File: config.mk
export PLATFORM = sky130hd
export DESIGN_NAME = mem_port_arbiter
export DESIGN_NICKNAME = d
export VERILOG_FILES = /design/src/rtl/mem_arb_pkg.sv /design/src/rtl/arb_pick.sv /design/src/rtl/mem_port_arbiter.sv
export SDC_FILE = /design/constraint.sdc
export NUM_CORES = 1
export LEC_CHECK = 0
export CORE_MARGIN = 8
export CORE_UTILIZATION = 55
export DETAILED_ROUTE_END_ITERATION = 10
export DONT_BUFFER_PORTS = 1
export PLACE_DENSITY = 0.8
export SETUP_SLACK_MARGIN = 0.1
export SKIP_CTS_REPAIR_TIMING = 1
export SLEW_MARGIN = 5
export SYNTH_ARGS = -nofsm -noshare
export SYNTH_HDL_FRONTEND = slang
export SYNTH_SLANG_ARGS = --single-unit
File: constraint.sdc
create_clock -name clk -period 3.7 [get_ports clk]
set_clock_uncertainty 0.1 [all_clocks]
set_input_delay 0.74 -clock clk [delete_from_list [all_inputs] [get_ports clk]]
set_output_delay 0.74 -clock clk [all_outputs]
set_load 0.03 [all_outputs]
File: src/rtl/mem_arb_pkg.sv
// Purpose: shared types and constants for the unified memory port arbiter.
// Latency: n/a (declarations only).
// Backpressure: n/a.
//
// Contents: FSM state encoding, requester IDs, latency counter width and
// a helper that turns a memory latency into the counter load value.
package mem_arb_pkg;

    // Access sequencer states.
    typedef enum logic [1:0] {
        IDLE = 2'b00,
        BUSY = 2'b01,
        DONE = 2'b10
    } arb_state_t;

    // Requester identities as carried on grant_id.
    localparam logic REQ_CORE = 1'b0;
    localparam logic REQ_DMA  = 1'b1;

    // Latency counter width; covers MEM_LAT up to 15.
    localparam int CNT_W = 4;

    // BUSY runs from cnt = MEM_LAT-1 down to 0, so MEM_LAT = 1 loads 0.
    function automatic logic [CNT_W-1:0] lat_to_cnt(input int lat);
        return CNT_W'(lat - 1);
    endfunction

endpackage

File: src/rtl/arb_pick.sv
// Purpose: combinational winner selection between the two requesters.
// Latency: 0 cycles (pure combinational).
// Backpressure: none; the FSM only samples the pick while IDLE.
//
// Ports: req0/req1 (requests), last_grant (port that completed last),
//        grant_valid (any request), grant_id (winning port).
// Build option ARB_ROUND_ROBIN_EN: defined -> simultaneous requests go to
// the port not granted last; undefined -> port 0 always wins a tie.
module arb_pick
    import mem_arb_pkg::*;
(
    input  logic req0,
    input  logic req1,
    input  logic last_grant,
    output logic grant_valid,
    output logic grant_id
);

`ifndef ARB_ROUND_ROBIN_EN
    // Pointer is still wired in fixed-priority builds but has no effect.
    logic unused_last_grant;
    assign unused_last_grant = last_grant;
`endif

    always_comb begin
        grant_valid = req0 | req1;
        grant_id    = REQ_CORE;
`ifdef ARB_ROUND_ROBIN_EN
        if (req0 && req1) begin
            // Alternate on a tie: whoever did not go last goes now.
            grant_id = (last_grant == REQ_CORE) ? REQ_DMA : REQ_CORE;
        end else if (req1) begin
            grant_id = REQ_DMA;
        end
`else
        if (!req0 && req1) begin
            grant_id = REQ_DMA;
        end
`endif
    end

endmodule

File: src/rtl/mem_port_arbiter.sv
// Purpose: shares one memory port between core (port 0) and loader/DMA (port 1).
// Latency: req at edge 0 -> BUSY cycles 1..MEM_LAT -> done pulse in MEM_LAT+1.
// Backpressure: requester holds req/we/addr/wdata until its done pulse.
//
// Ports: clk, Reset (sync, active high); per port reqX/weX/addrX/wdataX in,
//        doneX/rdataX out; memory side mem_en/mem_we/mem_addr/mem_wdata out,
//        mem_rdata in; status grant_id/busy.
// Build option ARB_ROUND_ROBIN_EN selects round-robin tie breaking (see arb_pick).
// MEM_LAT must be in 1..15 to fit the latency counter.
module mem_port_arbiter
    import mem_arb_pkg::*;
#(
    parameter int AW      = 32,
    parameter int DW      = 32,
    parameter int MEM_LAT = 2
) (
    input  logic          clk,
    input  logic          Reset,
    input  logic          req0,
    input  logic          req1,
    input  logic          we0,
    input  logic          we1,
    input  logic [AW-1:0] addr0,
    input  logic [AW-1:0] addr1,
    input  logic [DW-1:0] wdata0,
    input  logic [DW-1:0] wdata1,
    output logic          done0,
    output logic          done1,
    output logic [DW-1:0] rdata0,
    output logic [DW-1:0] rdata1,
    output logic          mem_en,
    output logic          mem_we,
    output logic [AW-1:0] mem_addr,
    output logic [DW-1:0] mem_wdata,
    input  logic [DW-1:0] mem_rdata,
    output logic          grant_id,
    output logic          busy
);

    localparam logic [CNT_W-1:0] LAT_LOAD = lat_to_cnt(MEM_LAT);
    localparam logic [CNT_W-1:0] CNT_ONE  = CNT_W'(1);

    arb_state_t       state;
    logic [CNT_W-1:0] cnt;
    logic             op_we;       // captured direction of the access in flight
    logic             last_grant;  // port that most recently completed

    logic             pick_vld;
    logic             pick_id;
    logic             sel_we;
    logic [AW-1:0]    sel_addr;
    logic [DW-1:0]    sel_wdata;

    arb_pick u_pick (
        .req0        (req0),
        .req1        (req1),
        .last_grant  (last_grant),
        .grant_valid (pick_vld),
        .grant_id    (pick_id)
    );

    // Request fields of whichever port the picker selects this cycle.
    always_comb begin
        sel_we    = we0;
        sel_addr  = addr0;
        sel_wdata = wdata0;
        if (pick_id == REQ_DMA) begin
            sel_we    = we1;
            sel_addr  = addr1;
            sel_wdata = wdata1;
        end
    end

    always_ff @(posedge clk) begin
        if (Reset) begin
            state      <= IDLE;
            cnt        <= '0;
            op_we      <= 1'b0;
            last_grant <= REQ_DMA;   // so port 0 takes the first tie
            done0      <= 1'b0;
            done1      <= 1'b0;
            rdata0     <= '0;
            rdata1     <= '0;
            mem_en     <= 1'b0;
            mem_we     <= 1'b0;
            mem_addr   <= '0;
            mem_wdata  <= '0;
            grant_id   <= REQ_CORE;
            busy       <= 1'b0;
        end else begin
            // Done is a single-cycle pulse; only the BUSY exit raises it.
            done0 <= 1'b0;
            done1 <= 1'b0;

            case (state)
                IDLE: begin
                    if (pick_vld) begin
                        // Inputs are captured once here; later changes are ignored.
                        state     <= BUSY;
                        grant_id  <= pick_id;
                        mem_addr  <= sel_addr;
                        mem_wdata <= sel_wdata;
                        op_we     <= sel_we;
                        cnt       <= LAT_LOAD;
                        mem_en    <= 1'b1;
                        busy      <= 1'b1;
                        // With a one-cycle latency the first BUSY cycle is also
                        // the last, so the strobe must be raised right away.
                        mem_we    <= sel_we && (LAT_LOAD == '0);
                    end
                end

                BUSY: begin
                    if (cnt == '0) begin
                        state  <= DONE;
                        mem_en <= 1'b0;
                        mem_we <= 1'b0;
                        if (grant_id == REQ_DMA) begin
                            done1 <= 1'b1;
                            if (!op_we) begin
                                rdata1 <= mem_rdata;
                            end
                        end else begin
                            done0 <= 1'b1;
                            if (!op_we) begin
                                rdata0 <= mem_rdata;
                            end
                        end
                    end else begin
                        cnt    <= cnt - CNT_ONE;
                        // Strobe exactly once, during the cnt == 0 cycle.
                        mem_we <= op_we && (cnt == CNT_ONE);
                    end
                end

                DONE: begin
                    // One bubble cycle back in IDLE before the next grant.
                    state      <= IDLE;
                    busy       <= 1'b0;
                    last_grant <= grant_id;
                end

                default: begin
                    state  <= IDLE;
                    mem_en <= 1'b0;
                    mem_we <= 1'b0;
                    busy   <= 1'b0;
                end
            endcase
        end
    end

endmodule

======== Yosys cells after proc, flatten, opt, wreduce, memory -nomap -nowiden ========
Cells that the tools add are included.
storage, ports and cells
  output and inout bits ................... 134
  register bits ........................... 141
  logic and storage cells ................. 60
  input bits .............................. 166
cells by class
  bitwise operators ....................... 6
  reductions and logical operators ........ 15
  add/subtract/negate cells ............... 1
  equality and inequality tests ........... 6
  muxes and demuxes ....................... 19
operators by type and width
  kind                                                  count
  two-way mux 32 bit                                    2
  two-way mux 1 bit                                     8
  two-way mux 4 bit                                     2
  case mux 4 bit (2 select lines)                       1
  AND reduction 2 bit                                   4
  AND reduction 4 bit                                   2
  != test 2 bit (second input constant)                 3
  case mux 1 bit (3 select lines)                       2
  AND reduction 3 bit                                   2
  inverter 1 bit                                        5
  equality test 4 x 1 -> 1 bit (second input constant)  1
  logical NOT 4 bit                                     1
  two-way mux 2 bit                                     2
  case mux 2 bit (2 select lines)                       1
  subtractor 4 x 1 -> 4 bit (second input constant)     1
  OR reduction 3 bit                                    1
  equality test 2 x 1 -> 1 bit (second input constant)  1
  equality test 2 bit (second input constant)           1
  logical AND 1 bit                                     2
  logical NOT 2 bit                                     1
  case mux 1 bit (2 select lines)                       1
  nonzero test 2 bit                                    1
  logical NOT 1 bit                                     1
  OR 1 bit                                              1

======== Depth between registers and ports, before layout ========
Gate-level depths: netlist of the first run.
  depth in word-level cells ............... 4
  gate-level depth with buffers ........... 8
  depth with buffers taken out ............ 5

======== By module ========
A second synthesis of the first run with hierarchy kept.
second synthesis, totals
  cells, all modules ...................... 652
  area, all modules ....................... 5910.7 um^2
modules (own cells, without submodules)
  module            cells each  area an instance (um^2)  instances  sequential area each (um^2)
  mem_port_arbiter  650         5898.2                   1          2842.7
  arb_pick          2           12.5                     1          0.0

======== Worst setup path before layout of the first run ========
OpenSTA, ideal clock, no wires.
  path type ............................... flip-flop to flip-flop
  from .................................... reg cnt[0]
  to ...................................... reg rdata1[12]
  buffers on the path ..................... 3
  setup time .............................. 119 ps
  cell stages (with the launch flop) ...... 9
  period minus slack after synthesis ...... 2125 ps
  arrival time ............................ 1907 ps
  slack ................................... 1575 ps
  required time ........................... 3481 ps
  cells stage by stage .................... dfxtp_1 > inv_1 > ha_1 > or3b_1 > buf_6 > or4_4 > buf_6 > buf_12 > mux2i_1
on the way
  word-level cells in the longest chain between the ends .. 2
ends and longest elaborated chain
  item                           RTL line                 RTL
  start: declaration             mem_port_arbiter.sv:44   logic [CNT_W-1:0] cnt;
  start signal: assignment       mem_port_arbiter.sv:130  cnt <= cnt - CNT_ONE;
  logical NOT 4 bit              mem_port_arbiter.sv:114  if (cnt == '0) begin
  AND reduction 4 bit (no line)  -
  end signal: assignment         mem_port_arbiter.sv:121  rdata1 <= mem_rdata;
  end: declaration               mem_port_arbiter.sv:30   output logic [DW-1:0] rdata1,
Every way passes these cells.
A chain may end at the register's enable or synchronous reset.

======== Final worst setup path of the first run ========
  from .................................... reg cnt[0]
  to ...................................... reg rdata0[3]
on the way
  word-level cells in the longest chain between the ends .. 2
ends and longest elaborated chain
  item                           RTL line                 RTL
  logical NOT 4 bit              mem_port_arbiter.sv:114
  AND reduction 4 bit (no line)  -
  end signal: assignment         mem_port_arbiter.sv:126  rdata0 <= mem_rdata;
  end: declaration               mem_port_arbiter.sv:29   output logic [DW-1:0] rdata0,
Every way passes these cells.

==> metrics.txt, run 1 <==
# TYPE chip_impl_metric gauge
chip_impl_metric{name="fmaxAchievable",unit="MHz"} 429.0
chip_impl_metric{name="clockBufferDepth",unit=""} 2
chip_impl_metric{name="drc",unit=""} 0
chip_impl_metric{name="power_per_cell_area",unit="nW/um^2"} 655.3
chip_impl_metric{name="ir_drop",unit="mV"} 0.2951
chip_impl_metric{name="worstHoldPathCells",unit=""} 1
chip_impl_metric{name="max-slew-margin-rel",unit=""} 0.1871
chip_impl_metric{name="area_delta_synth_final",unit="%"} 9.502
chip_impl_metric{name="fp.dieH",unit="um"} 121.2
chip_impl_metric{name="initial_detailed_routing_violation_count",unit=""} 345
chip_impl_info{name="critPathCaptureType",value="flip-flop"} 1
chip_impl_metric{name="post_drt_via_cell_ratio",unit=""} 6.192
chip_impl_metric{name="first_pass_grt_wire_length",unit="um"} 26160
chip_impl_metric{name="number_of_nets_in_the_synthesized_netlist",unit=""} 846
chip_impl_info{name="holdCritPathClass",value="input pin to flip-flop"} 1
chip_impl_metric{name="path_depth",unit=""} 5
chip_impl_metric{name="antenna_found_initial",unit=""} 0
chip_impl_metric{name="number_of_buffer_cells_added_on_primary_ports",unit=""} 0
chip_impl_metric{name="num_cts_buffers",unit=""} 17
chip_impl_metric{name="synth-seq-cells",unit=""} 141
chip_impl_metric{name="io_pins",unit=""} 300
chip_impl_metric{name="number_of_global_route_vias_before_repair",unit=""} 4820
chip_impl_metric{name="final-hold-violation-count",unit=""} 0
chip_impl_metric{name="synth_area_per_cell",unit="um^2"} 8.986
chip_impl_metric{name="worstRegToRegCells",unit=""} 5
chip_impl_metric{name="post_placement_cell_count",unit=""} 760
chip_impl_metric{name="grt_max_degree",unit=""} 175
chip_impl_metric{name="cts.reportedPaths.clkPinSlew",unit="ps"} 70
chip_impl_metric{name="total_via_count_in_the_routed_design",unit=""} 4904
chip_impl_metric{name="internal_power",unit="uW"} 2986
chip_impl_metric{name="net-switching-power",unit="uW"} 1380
chip_impl_metric{name="cts.sinks",unit=""} 141
chip_impl_metric{name="final_layout_size_suffix_gt1_frac",unit=""} 0.07209
chip_impl_metric{name="antenna_left",unit=""} 0
chip_impl_info{name="start_kind",value="flip-flop"} 1
chip_impl_metric{name="number_of_standard_cells_in_the_final_layout_excluding_fillers",unit=""} 792
chip_impl_metric{name="placementRows",unit=""} 38
chip_impl_metric{name="period_minus_slack",unit="ps"} 2331
chip_impl_metric{name="dp_hpwl",unit="um"} 12750
chip_impl_metric{name="comb_power_share",unit=""} 0.117
chip_impl_metric{name="placed_cell_area",unit="um^2"} 6050
chip_impl_info{name="worst-setup-path-type",value="flip-flop to flip-flop"} 1
chip_impl_info{name="cp_top_family",value="simple AND/OR/NAND/NOR gates"} 1
chip_impl_metric{name="fp.coreArea",unit="um^2"} 10840
chip_impl_metric{name="clock_insertion_delay_worst_skew",unit="ps"} 510
chip_impl_info{name="tritoncts",value="built"} 1
chip_impl_metric{name="critical_path_arrival",unit="ps"} 2600
chip_impl_metric{name="power_leakage",unit="uW"} 0.002602
chip_impl_metric{name="die_area",unit="um^2"} 14680
chip_impl_info{name="clk_root_buffer_cell",value="clkbuf_8"} 1
chip_impl_info{name="grt_setup_unrepaired",value="false"} 1
chip_impl_metric{name="synth_cells",unit=""} 677
chip_impl_metric{name="post-route-cell-area",unit="um^2"} 6661
chip_impl_metric{name="synthesis.yosys.warnings",unit=""} 0
chip_impl_metric{name="cp_max_fo",unit=""} 9
chip_impl_metric{name="grt_util_all_layers",unit=""} 0.2224
chip_impl_metric{name="fin_tns_setup",unit="ps"} 0
chip_impl_metric{name="final_net_count",unit=""} 808
chip_impl_metric{name="share_of_power_burned_in_registers",unit=""} 0.481
chip_impl_metric{name="initial_core_util",unit=""} 0.5612
chip_impl_metric{name="n_fill_cell",unit=""} 903
chip_impl_metric{name="n_antenna_cell",unit=""} 0
chip_impl_metric{name="switch_share",unit=""} 0.3160
chip_impl_info{name="outcome",value="complete, no violations"} 1
chip_impl_metric{name="htree_num_levels",unit=""} 4
chip_impl_metric{name="routedWlPerCell",unit="um"} 22.11
chip_impl_metric{name="critical_path_buf_inv_count",unit=""} 1
chip_impl_metric{name="grt_remaining_overflow",unit=""} 0
chip_impl_metric{name="die_width",unit="um"} 121.2
chip_impl_metric{name="synth.lib_cells_used.distinct",unit=""} 32
chip_impl_metric{name="timing_max_transition_violations_final",unit=""} 0
chip_impl_metric{name="setup_failing_eps_final",unit=""} 0
chip_impl_metric{name="syn_area",unit="um^2"} 6083
chip_impl_metric{name="share_clk_of_total_power",unit=""} 0.402
chip_impl_metric{name="yosysSeqAreaShare",unit=""} 0.4640
chip_impl_metric{name="routed_wirelength",unit="um"} 17510
chip_impl_metric{name="max_stage_delay",unit="ps"} 780
chip_impl_info{name="timing.critical_path.cells",value="inv_1 -> ha_1 -> or3b_1 -> or4_1 -> mux2i_1"} 1
chip_impl_metric{name="max_cap_viol_count",unit=""} 0
chip_impl_info{name="slowest_stage",value="or4_1"} 1
chip_impl_metric{name="worst-slew-pin-transition",unit="ps"} 1219
chip_impl_metric{name="detailedRoute.firstPassIterationCount",unit=""} 5
chip_impl_metric{name="final_min_period_over_clock_period",unit=""} 0.6300
chip_impl_metric{name="pre_cts_ws",unit="ps"} 1258
chip_impl_metric{name="final_critical_path_setup_slack",unit="ps"} 1369
chip_impl_metric{name="cp_data_required_time",unit="ps"} 3970
chip_impl_metric{name="finalWeightedCongestion",unit=""} 0.8608
==> power by group through the flow <==
stage	Sequential [uW]	Clock (uW)	Combinational [uW]
finish	2100	1750	509
CTS	2110	1790	509
detailed placement	2140	0	510
floorplan	2070	0	449
global placement	2130	0	479
global route	2120	1880	568
==> worst paths after layout <==
path	from	end	slack, ps
worst min-delay path	req0	grant_id$_SDFFE_PP0P_	230
worst max register to register	cnt[0]$_SDFFE_PP0P_	rdata0[3]$_SDFFE_PP0P_	1370
worst min register to register	cnt[3]$_SDFFE_PP0P_	cnt[3]$_SDFFE_PP0P_	450
worst max-delay path	cnt[0]$_SDFFE_PP0P_	rdata0[3]$_SDFFE_PP0P_	1370
==> cells in the mapped netlist, drive strengths merged <==
library cell	number	area [um^2]
inv	4	15.01
nor4b	1	8.760
or3	1	6.260
a31o	1	8.760
clkbuf	51	191.4
buf	13	101.4
dfxtp	141	2823
o21ai	1	5.000
nor3	2	10.01
a211oi	2	15.01
nand2b	99	619.3
nor2b	3	18.77
a21oi	72	360.4
mux2i	64	640.6
o221ai	2	17.52
nor2	5	18.77
nand3	1	5.000
o41ai	1	8.760
nand2	133	499.2
ha	3	37.54
or3b	1	8.760
or2	2	12.51
nor3b	1	7.510
a31oi	1	6.260
or4	5	41.29
a311oi	65	569.3
nor4	2	27.53
==> layout make-up <==
cell class	count	area, um^2	area share
multi-input combinational	468	2984	0.4480
sequential	141	2823	0.4237
clock buffer	19	421.7	0.06330
clock inverter	13	190.2	0.02855
tap	140	175.2	0.02630
timing repair buffer	7	52.55	0.007889
inverter	4	15.01	0.002254
==> stage by stage <==
| step | total power [uW] | utilization | hold slack [ps] |
|---|---|---|---|
| 3_5_place_dp | 2646 | 0.5581 | 422.5 |
| 5_1_grt | 4569 | 0.6145 | 201.6 |
| 2_1_floorplan | 2521 | - | 387.3 |
| 3_3_place_gp | 2613 | 0.5581 | 418.9 |
| 6_report | 4365 | 0.6145 | 230.8 |
| 4_1_cts | 4403 | 0.6145 | 191.2 |
==> state kept, by name (all words and copies together) (netlist names) <==
register and flops:
mem_wdata 32, grant_id 1, busy 1, done0 1, mem_we 1, done1 1, cnt 4, rdata1 32
op_we 1, mem_addr 32, rdata0 32, mem_en 1, state 2
==> worst reg2reg max path, cell delays in order (launching register included) <==
cell     delay [ps]
dfxtp_1         340
inv_1           110
ha_1            180
or3b_1          480
or4_1           780
mux2i_1         210
==> cell usage in the layout (no fill, tap or decap), types with 3 or more instances in the layout <==
cell type,instances
or4_1,4
clkinvlp_4,4
clkinv_4,3
nand2b_1,98
ha_1,3
bufinv_16,4
dfxtp_1,141
mux2i_1,64
nor2_1,3
buf_4,7
inv_1,4
nand2_1,133
clkbuf_16,16
a311oi_1,65
a21oi_1,72
==> logic make-up (layout without fill, tap and decap cells) <==
group                    Yosys count  count (layout)  synth area share
AO/OA/AOI/OAI                    145             145            0.1629
adder cells (fa/ha/maj)            3               3          0.006171
buffers and inverters             68              43           0.05060
flip-flops                       141             141            0.4640
multiplexers                      64              64            0.1053
AND/OR/NAND/NOR                  256             256            0.2110
==> routing by layer <==
layer,routed length (um),up-vias,global-route usage
li1,-,2292,-
met1,6371,2309,0.2421
met2,8616,275,0.3706
met3,2129,28,0.09912
met4,397,0,0.09175
met5,0,-,0
(Power assumes the default switching activity.)
==> inputs of run 2 (changes only) <==
clock period = 2.4 ns   (was 3.7 ns; I/O delays follow)
==> metrics.txt, run 2 (synthesis gave the netlist of run 1 again) <==
# TYPE chip_impl_metric gauge
chip_impl_info{name="outcome",value="complete, no violations"} 1
chip_impl_metric{name="total_via_count_in_the_routed_design",unit=""} 4960
chip_impl_metric{name="critical_path_buf_inv_count",unit=""} 1
chip_impl_metric{name="number_of_buffer_cells_added_on_primary_ports",unit=""} 0
chip_impl_metric{name="setup_failing_eps_final",unit=""} 0
chip_impl_metric{name="period_minus_slack",unit="ps"} 2165
chip_impl_info{name="holdCritPathClass",value="input pin to flip-flop"} 1
chip_impl_info{name="cp_top_family",value="simple AND/OR/NAND/NOR gates"} 1
chip_impl_metric{name="routed_wirelength",unit="um"} 17850
chip_impl_metric{name="max-slew-margin-rel",unit=""} 0.1680
chip_impl_metric{name="drc",unit=""} 0
chip_impl_metric{name="die_width",unit="um"} 121.2
chip_impl_metric{name="n_fill_cell",unit=""} 890
chip_impl_metric{name="final_critical_path_setup_slack",unit="ps"} 234.8
chip_impl_metric{name="n_antenna_cell",unit=""} 0
chip_impl_metric{name="power_leakage",unit="uW"} 0.002627
chip_impl_metric{name="die_area",unit="um^2"} 14680
chip_impl_metric{name="num_cts_buffers",unit=""} 17
chip_impl_metric{name="pre_cts_ws",unit="ps"} 89.17
chip_impl_metric{name="antenna_found_initial",unit=""} 0
chip_impl_metric{name="routedWlPerCell",unit="um"} 22.34
chip_impl_metric{name="cts.sinks",unit=""} 141
chip_impl_metric{name="placementRows",unit=""} 38
chip_impl_metric{name="max_cap_viol_count",unit=""} 0
chip_impl_metric{name="cp_data_required_time",unit="ps"} 2690
chip_impl_info{name="clk_root_buffer_cell",value="clkbuf_8"} 1
chip_impl_metric{name="grt_util_all_layers",unit=""} 0.2215
chip_impl_metric{name="worst-slew-pin-transition",unit="ps"} 1248
chip_impl_metric{name="grt_remaining_overflow",unit=""} 0
chip_impl_metric{name="number_of_global_route_vias_before_repair",unit=""} 4805
chip_impl_info{name="start_kind",value="flip-flop"} 1
chip_impl_metric{name="timing_max_transition_violations_final",unit=""} 0
chip_impl_metric{name="initial_core_util",unit=""} 0.5612
chip_impl_metric{name="finalWeightedCongestion",unit=""} 0.8395
chip_impl_metric{name="io_pins",unit=""} 300
chip_impl_metric{name="initial_detailed_routing_violation_count",unit=""} 380
chip_impl_info{name="slowest_stage",value="or4_4"} 1
chip_impl_metric{name="max_stage_delay",unit="ps"} 680
chip_impl_metric{name="antenna_left",unit=""} 0
chip_impl_metric{name="fp.coreArea",unit="um^2"} 10840
chip_impl_metric{name="clock_insertion_delay_worst_skew",unit="ps"} 510
chip_impl_info{name="tritoncts",value="built"} 1
chip_impl_metric{name="critical_path_arrival",unit="ps"} 2450
chip_impl_metric{name="final_net_count",unit=""} 817
chip_impl_metric{name="fmaxAchievable",unit="MHz"} 461.9
chip_impl_metric{name="htree_num_levels",unit=""} 4
chip_impl_info{name="worst-setup-path-type",value="flip-flop to flip-flop"} 1
chip_impl_metric{name="grt_max_degree",unit=""} 175
chip_impl_metric{name="final_min_period_over_clock_period",unit=""} 0.9022
chip_impl_info{name="layout_commonest_cell",value="dfxtp_1"} 1
chip_impl_metric{name="post_drt_via_cell_ratio",unit=""} 6.208
chip_impl_metric{name="detailedRoute.firstPassIterationCount",unit=""} 5
chip_impl_metric{name="area_delta_synth_final",unit="%"} 10.33
chip_impl_metric{name="ir_drop",unit="mV"} 0.5495
chip_impl_metric{name="power",unit="uW"} 6286
chip_impl_metric{name="fin_tns_setup",unit="ps"} 0
chip_impl_info{name="grt_setup_unrepaired",value="false"} 1
chip_impl_info{name="critPathCaptureType",value="flip-flop"} 1
chip_impl_metric{name="power_per_cell_area",unit="nW/um^2"} 936.6
chip_impl_metric{name="first_pass_grt_wire_length",unit="um"} 25800
chip_impl_metric{name="cp_max_fo",unit=""} 11
chip_impl_info{name="timing.critical_path.cells",value="inv_1 -> ha_1 -> or3b_4 -> or4_4 -> mux2i_1"} 1
chip_impl_metric{name="dp_hpwl",unit="um"} 12420
chip_impl_metric{name="clockBufferDepth",unit=""} 2
chip_impl_metric{name="fp.dieH",unit="um"} 121.2
chip_impl_metric{name="cts.reportedPaths.clkPinSlew",unit="ps"} 60
chip_impl_info{name="layout.cells.most_common_list",value="dfxtp_1 (141), nand2_1 (133), nand2b_1 (98), a21oi_1 (72), a311oi_1 (65)"} 1
chip_impl_metric{name="post-route-util",unit=""} 0.6191
chip_impl_metric{name="final_layout_size_suffix_gt1_frac",unit=""} 0.07284
chip_impl_metric{name="final-hold-violation-count",unit=""} 0
-- run 2: cell types whose count changed in the layout (fill, tap and decap cells not counted), sizes merged, moves of 2 or more --
| cell | previous run | this run |
|---|---|---|
| clkinv | 4 | 7 |
| clkinvlp | 4 | 1 |
| buf | 7 | 9 |
| clkbuf | 19 | 22 |
| bufinv | 4 | 0 |
| or4 | 5 | 7 |
| dlygate4sd3 | 0 | 5 |
-- run 2: where the power goes --
part	switching, uW	internal, uW
combinational	499	370
clock	912	1270
sequential	648	2580
-- run 2: worst paths after layout --
kind,startpoint,endpoint,slack (ps),cells past startpoint
worst min-delay path,wdata1[25],mem_wdata[25]$_SDFFE_PP0P_,30,2
worst max register to register,cnt[1]$_SDFFE_PP0P_,rdata1[30]$_SDFFE_PP0P_,230,5
worst max-delay path,cnt[1]$_SDFFE_PP0P_,rdata1[30]$_SDFFE_PP0P_,230,5
worst min register to register,cnt[3]$_SDFFE_PP0P_,cnt[3]$_SDFFE_PP0P_,460,2
-- run 2: final cells by class --
class	instances	area, um^2	area share
Clock inverter	8	46.29	0.006898
Inverter	4	15.01	0.002237
Multi-Input combinational cell	470	3009	0.4484
Clock buffer	22	442.9	0.06600
Tap cell	140	175.2	0.02610
Sequential cell	141	2823	0.4206
Timing Repair Buffer	14	200.2	0.02983
-- run 2: per-stage QoR --
stage                     hold slack [ps]  instance area (um^2)  cells
final                               29.54                  6711    799
after global routing                10.73                  6711    799
after CTS                          -72.48                  6609    791
after detailed placement            425.5                  6120    761
after global placement              408.8                  6120    761
after floorplan                     387.3                  6083    677
-- run 2: metal layers --
metal  part of all wire  vias up  GRT usage
met5                  0        -          0
met4              0.017        0    0.08867
met3               0.11       21     0.1196
met2               0.50      271     0.3706
met1               0.37     2358     0.2280
li1                   -     2310          -
